[config.mk]
export PLATFORM = sky130hd
export DESIGN_NAME = lane_latency_monitor_flat
export DESIGN_NICKNAME = d
export VERILOG_FILES = /design/src/rtl/lane_latency_monitor_if.sv /design/src/rtl/lane_latency_monitor.sv /design/src/flat_wrapper.sv
export SDC_FILE = /design/constraint.sdc
export NUM_CORES = 1
export LEC_CHECK = 0
export ABC_AREA = 1
export BUFFER_PORTS_ARGS = -buffer_cell sky130_fd_sc_hd__buf_2
export CORE_ASPECT_RATIO = 0.9
export CORE_MARGIN = 8
export CORE_UTILIZATION = 58
export CTS_CLUSTER_SIZE = 25
export DETAILED_ROUTE_END_ITERATION = 8
export MAX_ROUTING_LAYER = met4
export PLACE_DENSITY = 0.8
export SLEW_MARGIN = 0
export SYNTH_ARGS = -nofsm -noshare
export SYNTH_HDL_FRONTEND = slang
export SYNTH_SLANG_ARGS = --single-unit
[constraint.sdc]
create_clock -name usrclk_i -period 4 [get_ports usrclk_i]
set_input_delay 0 -clock usrclk_i [delete_from_list [all_inputs] [get_ports usrclk_i]]
set_output_delay 0 -clock usrclk_i [all_outputs]
set_load 0.01 [all_outputs]
[src/rtl/lane_latency_monitor_if.sv]
// Monitor-side bus: run control, TX stream, RX stream from the PHY and status.
interface lane_latency_monitor_if #(
  parameter int unsigned g_BYTES = 2
);
  localparam int unsigned W = 8 * g_BYTES;

  logic               en_i;
  logic [W-1:0]       tx_data_o;
  logic [g_BYTES-1:0] tx_k_o;
  logic [W-1:0]       rx_data_i;
  logic [g_BYTES-1:0] rx_k_i;
  logic               rx_aligned_i;
  logic [2:0]         rx_bufstatus_i;
  logic               rx_realign_o;
  logic               pass_o;
  logic               fail_o;
  logic [1:0]         fail_code_o;
  logic [W-1:0]       latency_min_o;
  logic [W-1:0]       latency_max_o;
  logic [31:0]        cnt_ok_o;

  modport master (
    input  en_i, rx_data_i, rx_k_i, rx_aligned_i, rx_bufstatus_i,
    output tx_data_o, tx_k_o, rx_realign_o, pass_o, fail_o, fail_code_o,
           latency_min_o, latency_max_o, cnt_ok_o
  );

  modport slave (
    output en_i, rx_data_i, rx_k_i, rx_aligned_i, rx_bufstatus_i,
    input  tx_data_o, tx_k_o, rx_realign_o, pass_o, fail_o, fail_code_o,
           latency_min_o, latency_max_o, cnt_ok_o
  );
endinterface

[src/rtl/lane_latency_monitor.sv]
// Loopback link monitor: counting TX stream with comma IDLEs, RX alignment
// check, buffer error tracking and wrap-safe min/max latency measurement.
module lane_latency_monitor #(
  parameter int unsigned          g_BYTES              = 2,
  parameter logic [8*g_BYTES-1:0] g_IDLE               = 16'hbc95,
  parameter int unsigned          g_IDLE_PERIOD        = 193,
  parameter int unsigned          g_BLIND_PERIOD       = 10,
  parameter int unsigned          g_NUM_SUCCESFUL_DATA = 1000,
  parameter int unsigned          g_LAT_MAX            = 64
) (
  input logic                    usrclk_i,
  input logic                    rst_i,
  lane_latency_monitor_if.master bus
);
  localparam int unsigned W  = 8 * g_BYTES;
  localparam int unsigned PW = (g_IDLE_PERIOD < 2) ? 1 : $clog2(g_IDLE_PERIOD);
  localparam int unsigned BW = (g_BLIND_PERIOD < 2) ? 1 : $clog2(g_BLIND_PERIOD);
  localparam logic [7:0]         COMMA  = g_IDLE[W-1 -: 8];
  localparam logic [g_BYTES-1:0] K_IDLE = {1'b1, {(g_BYTES-1){1'b0}}};

  typedef enum logic [2:0] {
    S_OFF, S_REALIGN, S_BLIND, S_SEEK, S_CHECK, S_PASS, S_FAIL
  } state_t;

  logic [W-1:0]       r_n;
  logic [PW-1:0]      r_p;
  logic [W-1:0]       r_tx_data;
  logic [g_BYTES-1:0] r_tx_k;

  state_t        r_state, w_state;
  logic [BW-1:0] r_blind, w_blind;
  logic          r_realign, w_realign;
  logic          r_pass, w_pass;
  logic          r_fail, w_fail;
  logic [1:0]    r_code, w_code;
  logic [W-1:0]  r_min, w_min;
  logic [W-1:0]  r_max, w_max;
  logic [31:0]   r_cnt, w_cnt;

  logic [W-1:0]  w_lat;
  logic          w_payload, w_good_idle, w_comma_lane, w_misaligned, w_bad;
  logic          w_unused_bufstatus;

  // TX generator: free-running word counter, IDLE at the start of every period
  always_ff @(posedge usrclk_i or posedge rst_i) begin : tx_gen
    if (rst_i) begin
      r_n       <= '0;
      r_p       <= '0;
      r_tx_data <= g_IDLE;
      r_tx_k    <= K_IDLE;
    end else begin
      r_n <= r_n + W'(1);
      r_p <= (r_p == PW'(g_IDLE_PERIOD - 1)) ? '0 : r_p + PW'(1);
      if (r_p == '0) begin
        r_tx_data <= g_IDLE;
        r_tx_k    <= K_IDLE;
      end else begin
        r_tx_data <= r_n;
        r_tx_k    <= '0;
      end
    end
  end

  // r_n already points one past the value currently on tx_data_o
  assign w_lat = r_n - W'(1) - bus.rx_data_i;

  assign w_payload   = (bus.rx_k_i == '0);
  assign w_good_idle = (bus.rx_k_i == K_IDLE) && (bus.rx_data_i == g_IDLE);

  always_comb begin : comma_scan
    w_comma_lane = 1'b0;
    for (int unsigned b = 0; b < g_BYTES - 1; b++) begin
      if (bus.rx_k_i[b] && (bus.rx_data_i[8*b +: 8] == COMMA)) w_comma_lane = 1'b1;
    end
  end

  assign w_misaligned       = $onehot(bus.rx_k_i) && w_comma_lane;
  assign w_bad              = !w_payload && !w_good_idle && !w_misaligned;
  assign w_unused_bufstatus = ^bus.rx_bufstatus_i[1:0];

  always_comb begin : fsm_next
    w_state   = r_state;
    w_blind   = r_blind;
    w_realign = 1'b0;
    w_pass    = 1'b0;
    w_fail    = 1'b0;
    w_code    = r_code;
    w_min     = r_min;
    w_max     = r_max;
    w_cnt     = r_cnt;
    if (!bus.en_i) begin
      w_state = S_OFF;
    end else begin
      unique case (r_state)
        S_OFF: w_state = S_REALIGN;
        S_REALIGN: begin
          if (bus.rx_aligned_i) begin
            w_state = S_BLIND;
            w_blind = '0;
          end
        end
        S_BLIND: begin
          if (!bus.rx_aligned_i)                          w_state = S_REALIGN;
          else if (r_blind == BW'(g_BLIND_PERIOD - 1))    w_state = S_SEEK;
          else                                            w_blind = r_blind + BW'(1);
        end
        S_SEEK, S_CHECK, S_PASS: begin
          if (!bus.rx_aligned_i) begin
            w_state = S_REALIGN;
          end else if (bus.rx_bufstatus_i[2]) begin
            w_state = S_FAIL;
            w_code  = 2'd2;
          end else if (w_misaligned) begin
            w_state = S_FAIL;
            w_code  = 2'd1;
          end else if (w_bad) begin
            w_state = S_FAIL;
            w_code  = 2'd0;
          end else if (r_state == S_SEEK) begin
            if (w_good_idle) w_state = S_CHECK;
          end else if (w_payload) begin
            if (w_lat > W'(g_LAT_MAX)) begin
              w_state = S_FAIL;
              w_code  = 2'd3;
            end else begin
              if (w_lat < r_min) w_min = w_lat;
              if (w_lat > r_max) w_max = w_lat;
              if (r_cnt != '1)   w_cnt = r_cnt + 32'd1;
            end
          end
          if (r_state == S_CHECK && w_state == S_CHECK &&
              r_cnt >= 32'(g_NUM_SUCCESFUL_DATA)) w_state = S_PASS;
        end
        S_FAIL:  w_state = S_FAIL;
        default: w_state = S_OFF;
      endcase
    end
    // Entering OFF or REALIGN restarts the measurement
    if (w_state == S_OFF || w_state == S_REALIGN) begin
      w_min = '1;
      w_max = '0;
      w_cnt = '0;
    end
    if (w_state == S_OFF) w_code = 2'd0;
    w_realign = (w_state == S_REALIGN);
    w_pass    = (w_state == S_PASS);
    w_fail    = (w_state == S_FAIL);
  end

  always_ff @(posedge usrclk_i or posedge rst_i) begin : fsm_reg
    if (rst_i) begin
      r_state   <= S_OFF;
      r_blind   <= '0;
      r_realign <= 1'b0;
      r_pass    <= 1'b0;
      r_fail    <= 1'b0;
      r_code    <= 2'd0;
      r_min     <= '1;
      r_max     <= '0;
      r_cnt     <= '0;
    end else begin
      r_state   <= w_state;
      r_blind   <= w_blind;
      r_realign <= w_realign;
      r_pass    <= w_pass;
      r_fail    <= w_fail;
      r_code    <= w_code;
      r_min     <= w_min;
      r_max     <= w_max;
      r_cnt     <= w_cnt;
    end
  end

  assign bus.tx_data_o     = r_tx_data;
  assign bus.tx_k_o        = r_tx_k;
  assign bus.rx_realign_o  = r_realign;
  assign bus.pass_o        = r_pass;
  assign bus.fail_o        = r_fail;
  assign bus.fail_code_o   = r_code;
  assign bus.latency_min_o = r_min;
  assign bus.latency_max_o = r_max;
  assign bus.cnt_ok_o      = r_cnt;
endmodule

[src/flat_wrapper.sv]
// flat-port wrapper written by rule: the top's interface ports become plain ports
module lane_latency_monitor_flat 
#(
  parameter int unsigned          g_BYTES              = 2,
  parameter logic [8*g_BYTES-1:0] g_IDLE               = 16'hbc95,
  parameter int unsigned          g_IDLE_PERIOD        = 193,
  parameter int unsigned          g_BLIND_PERIOD       = 10,
  parameter int unsigned          g_NUM_SUCCESFUL_DATA = 1000,
  parameter int unsigned          g_LAT_MAX            = 64
)
  (usrclk_i, rst_i, bus_en_i, bus_rx_data_i, bus_rx_k_i, bus_rx_aligned_i, bus_rx_bufstatus_i, bus_tx_data_o, bus_tx_k_o, bus_rx_realign_o, bus_pass_o, bus_fail_o, bus_fail_code_o, bus_latency_min_o, bus_latency_max_o, bus_cnt_ok_o);
  lane_latency_monitor_if #(.g_BYTES(g_BYTES)) bus_i ();
  input logic usrclk_i;
  input logic rst_i;
  input wire logic [$bits(bus_i.en_i)-1:0] bus_en_i;
  input wire logic [$bits(bus_i.rx_data_i)-1:0] bus_rx_data_i;
  input wire logic [$bits(bus_i.rx_k_i)-1:0] bus_rx_k_i;
  input wire logic [$bits(bus_i.rx_aligned_i)-1:0] bus_rx_aligned_i;
  input wire logic [$bits(bus_i.rx_bufstatus_i)-1:0] bus_rx_bufstatus_i;
  output wire logic [$bits(bus_i.tx_data_o)-1:0] bus_tx_data_o;
  output wire logic [$bits(bus_i.tx_k_o)-1:0] bus_tx_k_o;
  output wire logic [$bits(bus_i.rx_realign_o)-1:0] bus_rx_realign_o;
  output wire logic [$bits(bus_i.pass_o)-1:0] bus_pass_o;
  output wire logic [$bits(bus_i.fail_o)-1:0] bus_fail_o;
  output wire logic [$bits(bus_i.fail_code_o)-1:0] bus_fail_code_o;
  output wire logic [$bits(bus_i.latency_min_o)-1:0] bus_latency_min_o;
  output wire logic [$bits(bus_i.latency_max_o)-1:0] bus_latency_max_o;
  output wire logic [$bits(bus_i.cnt_ok_o)-1:0] bus_cnt_ok_o;
  assign bus_i.en_i = bus_en_i;
  assign bus_i.rx_data_i = bus_rx_data_i;
  assign bus_i.rx_k_i = bus_rx_k_i;
  assign bus_i.rx_aligned_i = bus_rx_aligned_i;
  assign bus_i.rx_bufstatus_i = bus_rx_bufstatus_i;
  assign bus_tx_data_o = bus_i.tx_data_o;
  assign bus_tx_k_o = bus_i.tx_k_o;
  assign bus_rx_realign_o = bus_i.rx_realign_o;
  assign bus_pass_o = bus_i.pass_o;
  assign bus_fail_o = bus_i.fail_o;
  assign bus_fail_code_o = bus_i.fail_code_o;
  assign bus_latency_min_o = bus_i.latency_min_o;
  assign bus_latency_max_o = bus_i.latency_max_o;
  assign bus_cnt_ok_o = bus_i.cnt_ok_o;
  lane_latency_monitor #(.g_BYTES(g_BYTES), .g_IDLE(g_IDLE), .g_IDLE_PERIOD(g_IDLE_PERIOD), .g_BLIND_PERIOD(g_BLIND_PERIOD), .g_NUM_SUCCESFUL_DATA(g_NUM_SUCCESFUL_DATA), .g_LAT_MAX(g_LAT_MAX)) u_core (.usrclk_i(usrclk_i), .rst_i(rst_i), .bus(bus_i));
endmodule
==> PnR_summary.wiki <==
{| class="wikitable"
! Metric !! Value
|-
| Status || completed
|-
| Synthesized Nets || 1061
|-
| Commonest cells after routing, fill and taps aside || sky130_fd_sc_hd__nand2_1 (237), sky130_fd_sc_hd__inv_1 (175), sky130_fd_sc_hd__buf_2 (108), sky130_fd_sc_hd__nor2_1 (95), sky130_fd_sc_hd__dfrtp_1 (91)
|-
| Vertical die dimension || 124 µm
|-
| Total of buffers placed on input and output ports || 108
|-
| Width of the chip || 136 µm
|-
| Area of the core region || 12600 µm²
|-
| Final cell count without fillers || 1275
|-
| Met1 capacity usage during global routing || 0.297
|-
| Syn avg cell area || 7.65 µm²
|-
| Main synth FF type || sky130_fd_sc_hd__dfrtp_1
|-
| Power density over cell area || 335 nW/µm²
|-
| Placement Rows || 39
|-
| Fraction of final layout cells with drive strength greater than 1 || 0.182
|-
| Congestion Overflow GR || 0
|-
| Clock sinks || 117
|-
| Post CTS Setup Buffer Count || 0
|-
| Overall routing resource usage || 0.229
|-
| Total of endpoints with negative setup slack in the final report || 0
|-
| Transition time at the pin with the least slew margin || 1200 ps
|-
| Post-Place Cells || 1239
|-
| Vias in the first global route || 6368
|-
| Clock latency on the worst-skew pair || 430 ps
|-
| Crit path kind || reg2reg
|-
| Highest net fanout along the worst path || 13
|-
| GP Congestion || 0.878
|-
| Wire length per cell || 14.0 µm
|-
| Initial DRC count || 455
|-
| Antenna-violating nets left || 0
|-
| Diodes inserted || 0
|-
| Met3 usage || 0.0560
|-
| EDFF count, synth || 0
|-
| Mapped Area || 7490 µm²
|-
| Number of nets in the layout || 1179
|-
| Synthesized instance count || 980
|-
| Clock Pin Slew Worst Setup and Hold Paths || 50 ps
|-
| RSZ-0062 raised after global routing || no
|-
| Overall power of the completed layout || 2.94 mW
|-
| Area enclosed by the die boundary || 16800 µm²
|-
| Buffer type at the clock tree root || sky130_fd_sc_hd__clkbuf_16
|-
| Total count of hold-check failures in the final report || 0
|-
| Pin count of the biggest net entering global routing || 78
|-
| Post-synthesis register bit count || 117
|-
| CTS tree || yes
|-
| I/O pin cnt || 112
|-
| Reg-to-reg slack, setup || 400 ps
|-
| Max IR drop VDD || 0.388 mV
|-
| Routing layer with the top usage in global route || met2
|-
| Number of detailed-routing iterations run before antenna repair || 5
|-
| Sum of net half-perimeters after detailed placement || 13300 µm
|-
| Number of antenna violations at the first check in global routing || 0
|-
| Library cells used by synthesis || 48
|-
| Startpoint types || flip-flop
|-
| Hold/Removal Path Class || in2reg
|-
| Yosys warning count || 0
|-
| Min Hold Slack || 46.9 ps
|-
| DRC || 0
|-
| Reported leakage power || 4.71 nW
|-
| Worst max-slew margin expressed relative to the limit || 0.196
|-
| Synthesis-to-finish area growth || 17.1%
|-
| Final-report max-slew violation count || 0
|-
| Post-Route Utilization || 0.694
|-
| Setup crit end kind || flip-flop
|-
| First-pass GRT wire length || 29900 µm
|-
| H-Tree Level Count || 4
|-
| Fin crit period || 3600 ps
|-
| Clock buffers created by TritonCTS || 17
|-
| M2 GR Usage || 0.342
|-
| Drt via density || 5.22
|-
| Number of cells upsized or downsized after cts || 0
|-
| Fmax achieved || 0.278 GHz
|-
| Data required time at the worst endpoint || 4340 ps
|-
| Async S/R FF share, synth || 1.00
|-
| Post-route setup TNS || 0 ps
|-
| Maximum count of clock buffers along a single path || 2
|-
| Max-capacitance violation count || 0
|-
| Starting Density || 0.593
|-
| Share of the yosys chip area belonging to registers || 0.395
|-
| Total via count in the routed design || 6653
|-
| Clock Skews || 10.3 ps
|-
| Routed wire length || 17900 µm
|-
| Share of the clock period used by the worst path || 0.900
|-
| Most common cell after layout, fill and taps aside || sky130_fd_sc_hd__nand2_1
|-
| Data arrival time at the worst-slack endpoint || 3940 ps
|}
==> kinds of logic after synthesis <==
| kind of cell | after synthesis | share of synthesized area |
|---|---|---|
| xor gates and xnor gates | 43 | 0.0513 |
| other | 1 | 0.000500 |
| AOI/OAI and AO/OA | 84 | 0.0614 |
| and+or+nand+nor | 483 | 0.292 |
| buffers and inverters | 196 | 0.105 |
| adders and majority gates | 56 | 0.0945 |
| DFF | 117 | 0.395 |
==> per-stage QoR <==
step	setup slack, ps	cell area (µm²)
6_report	400	8780
5_1_grt	21.7	8780
4_1_cts	450	8780
3_5_place_dp	448	8150
3_3_place_gp	510	8150
2_1_floorplan	883	7490
==> layer usage <==
metal | vias up | share of wire
met5 | - | 0
met4 | 0 | 0.020
met3 | 25 | 0.065
met2 | 189 | 0.45
met1 | 3086 | 0.46
li1 | 3353 | -
==> area by class of cell <==
cell class	instances	area (µm²)
Multi-Input combinational cell	667	3740
Tap cell	164	205
Fill cell	1025	3860
Inverter	181	686
Timing Repair Buffer	114	596
Sequential cell	117	2960
Clock inverter	12	130
Clock buffer	20	457
==> worst max-delay path, cell delays in order (launching register included) <==
cell	delay [ps]
sky130_fd_sc_hd__dfrtp_1	450
sky130_fd_sc_hd__ha_1	370
sky130_fd_sc_hd__nand2_1	110
sky130_fd_sc_hd__inv_1	50
sky130_fd_sc_hd__a21oi_1	220
sky130_fd_sc_hd__inv_1	70
sky130_fd_sc_hd__a21oi_1	190
sky130_fd_sc_hd__nand3b_1	100
sky130_fd_sc_hd__nand2_1	130
sky130_fd_sc_hd__inv_1	100
sky130_fd_sc_hd__ha_1	320
sky130_fd_sc_hd__nand4_1	120
sky130_fd_sc_hd__or3_1	350
sky130_fd_sc_hd__nor4_1	260
sky130_fd_sc_hd__a21oi_1	80
sky130_fd_sc_hd__nand2_1	170
sky130_fd_sc_hd__buf_4	220
sky130_fd_sc_hd__nand2_1	70
sky130_fd_sc_hd__a21oi_1	120
==> timing repair <==
action / CTS / global route
endpoints found under the hold margin: 67 / 0
hold buffers: 4 / 0
endpoints found under the setup margin: 0 / 0
==> synth_stat cells, types with 4 or more instances <==
library cell,count,area [µm²]
sky130_fd_sc_hd__nand2_1,237,890
sky130_fd_sc_hd__inv_1,176,661
sky130_fd_sc_hd__nand3_2,4,40.0
sky130_fd_sc_hd__nand3_1,49,245
sky130_fd_sc_hd__o211ai_1,8,60.1
sky130_fd_sc_hd__nor4_1,14,87.6
sky130_fd_sc_hd__buf_6,4,45.0
sky130_fd_sc_hd__o21ai_0,23,115
sky130_fd_sc_hd__nor2_4,5,56.3
sky130_fd_sc_hd__dfrtp_1,91,2280
sky130_fd_sc_hd__xnor2_1,7,61.3
sky130_fd_sc_hd__dfstp_2,26,683
sky130_fd_sc_hd__buf_2,4,20.0
sky130_fd_sc_hd__nor2_1,95,357
sky130_fd_sc_hd__nand4_1,29,181
sky130_fd_sc_hd__nand2_2,4,25.0
sky130_fd_sc_hd__ha_1,55,688
sky130_fd_sc_hd__or2_2,5,31.3
sky130_fd_sc_hd__nor3_1,20,100
sky130_fd_sc_hd__xor2_1,35,307
sky130_fd_sc_hd__a21oi_1,42,210
sky130_fd_sc_hd__nand3b_1,4,30.0
sky130_fd_sc_hd__clkbuf_1,5,18.8
==> flip-flops by register name (all words and copies together), names as in the netlist <==
signal                    cells
u_core.bus.latency_max_o     16
u_core.bus.tx_k_o             1
u_core.bus.fail_code_o        2
u_core.r_state                3
u_core.bus.tx_data_o         16
u_core.r_p                    8
u_core.r_blind                4
u_core.bus.pass_o             1
u_core.bus.cnt_ok_o          32
u_core.bus.latency_min_o     16
u_core.r_n                   16
u_core.bus.fail_o             1
u_core.bus.rx_realign_o       1
==> path summary, 6_finish.rpt <==
check	from	to	cells after the start
min in group asynchronous	rst_i	u_core.r_state[0]	3
max in group asynchronous	rst_i	u_core.bus.tx_data_o[0]	4
min	bus_rx_data_i[1]	u_core.bus.latency_min_o[1]	3
max	u_core.r_n[7]	u_core.bus.latency_max_o[0]	18
min reg2reg	u_core.r_p[0]	u_core.r_p[0]	1
max reg2reg	u_core.r_n[7]	u_core.bus.latency_max_o[0]	18
==> report_power, final <==
part / switching (mW) / total [mW] / internal, mW / leakage (nW)
registers: 0.00932 / 1.21 / 1.20 / 1.50
clock network: 0.557 / 1.50 / 0.945 / 0.274
logic: 0.160 / 0.233 / 0.0738 / 2.93
No activity file was read; power rests on OpenSTA's default activity.
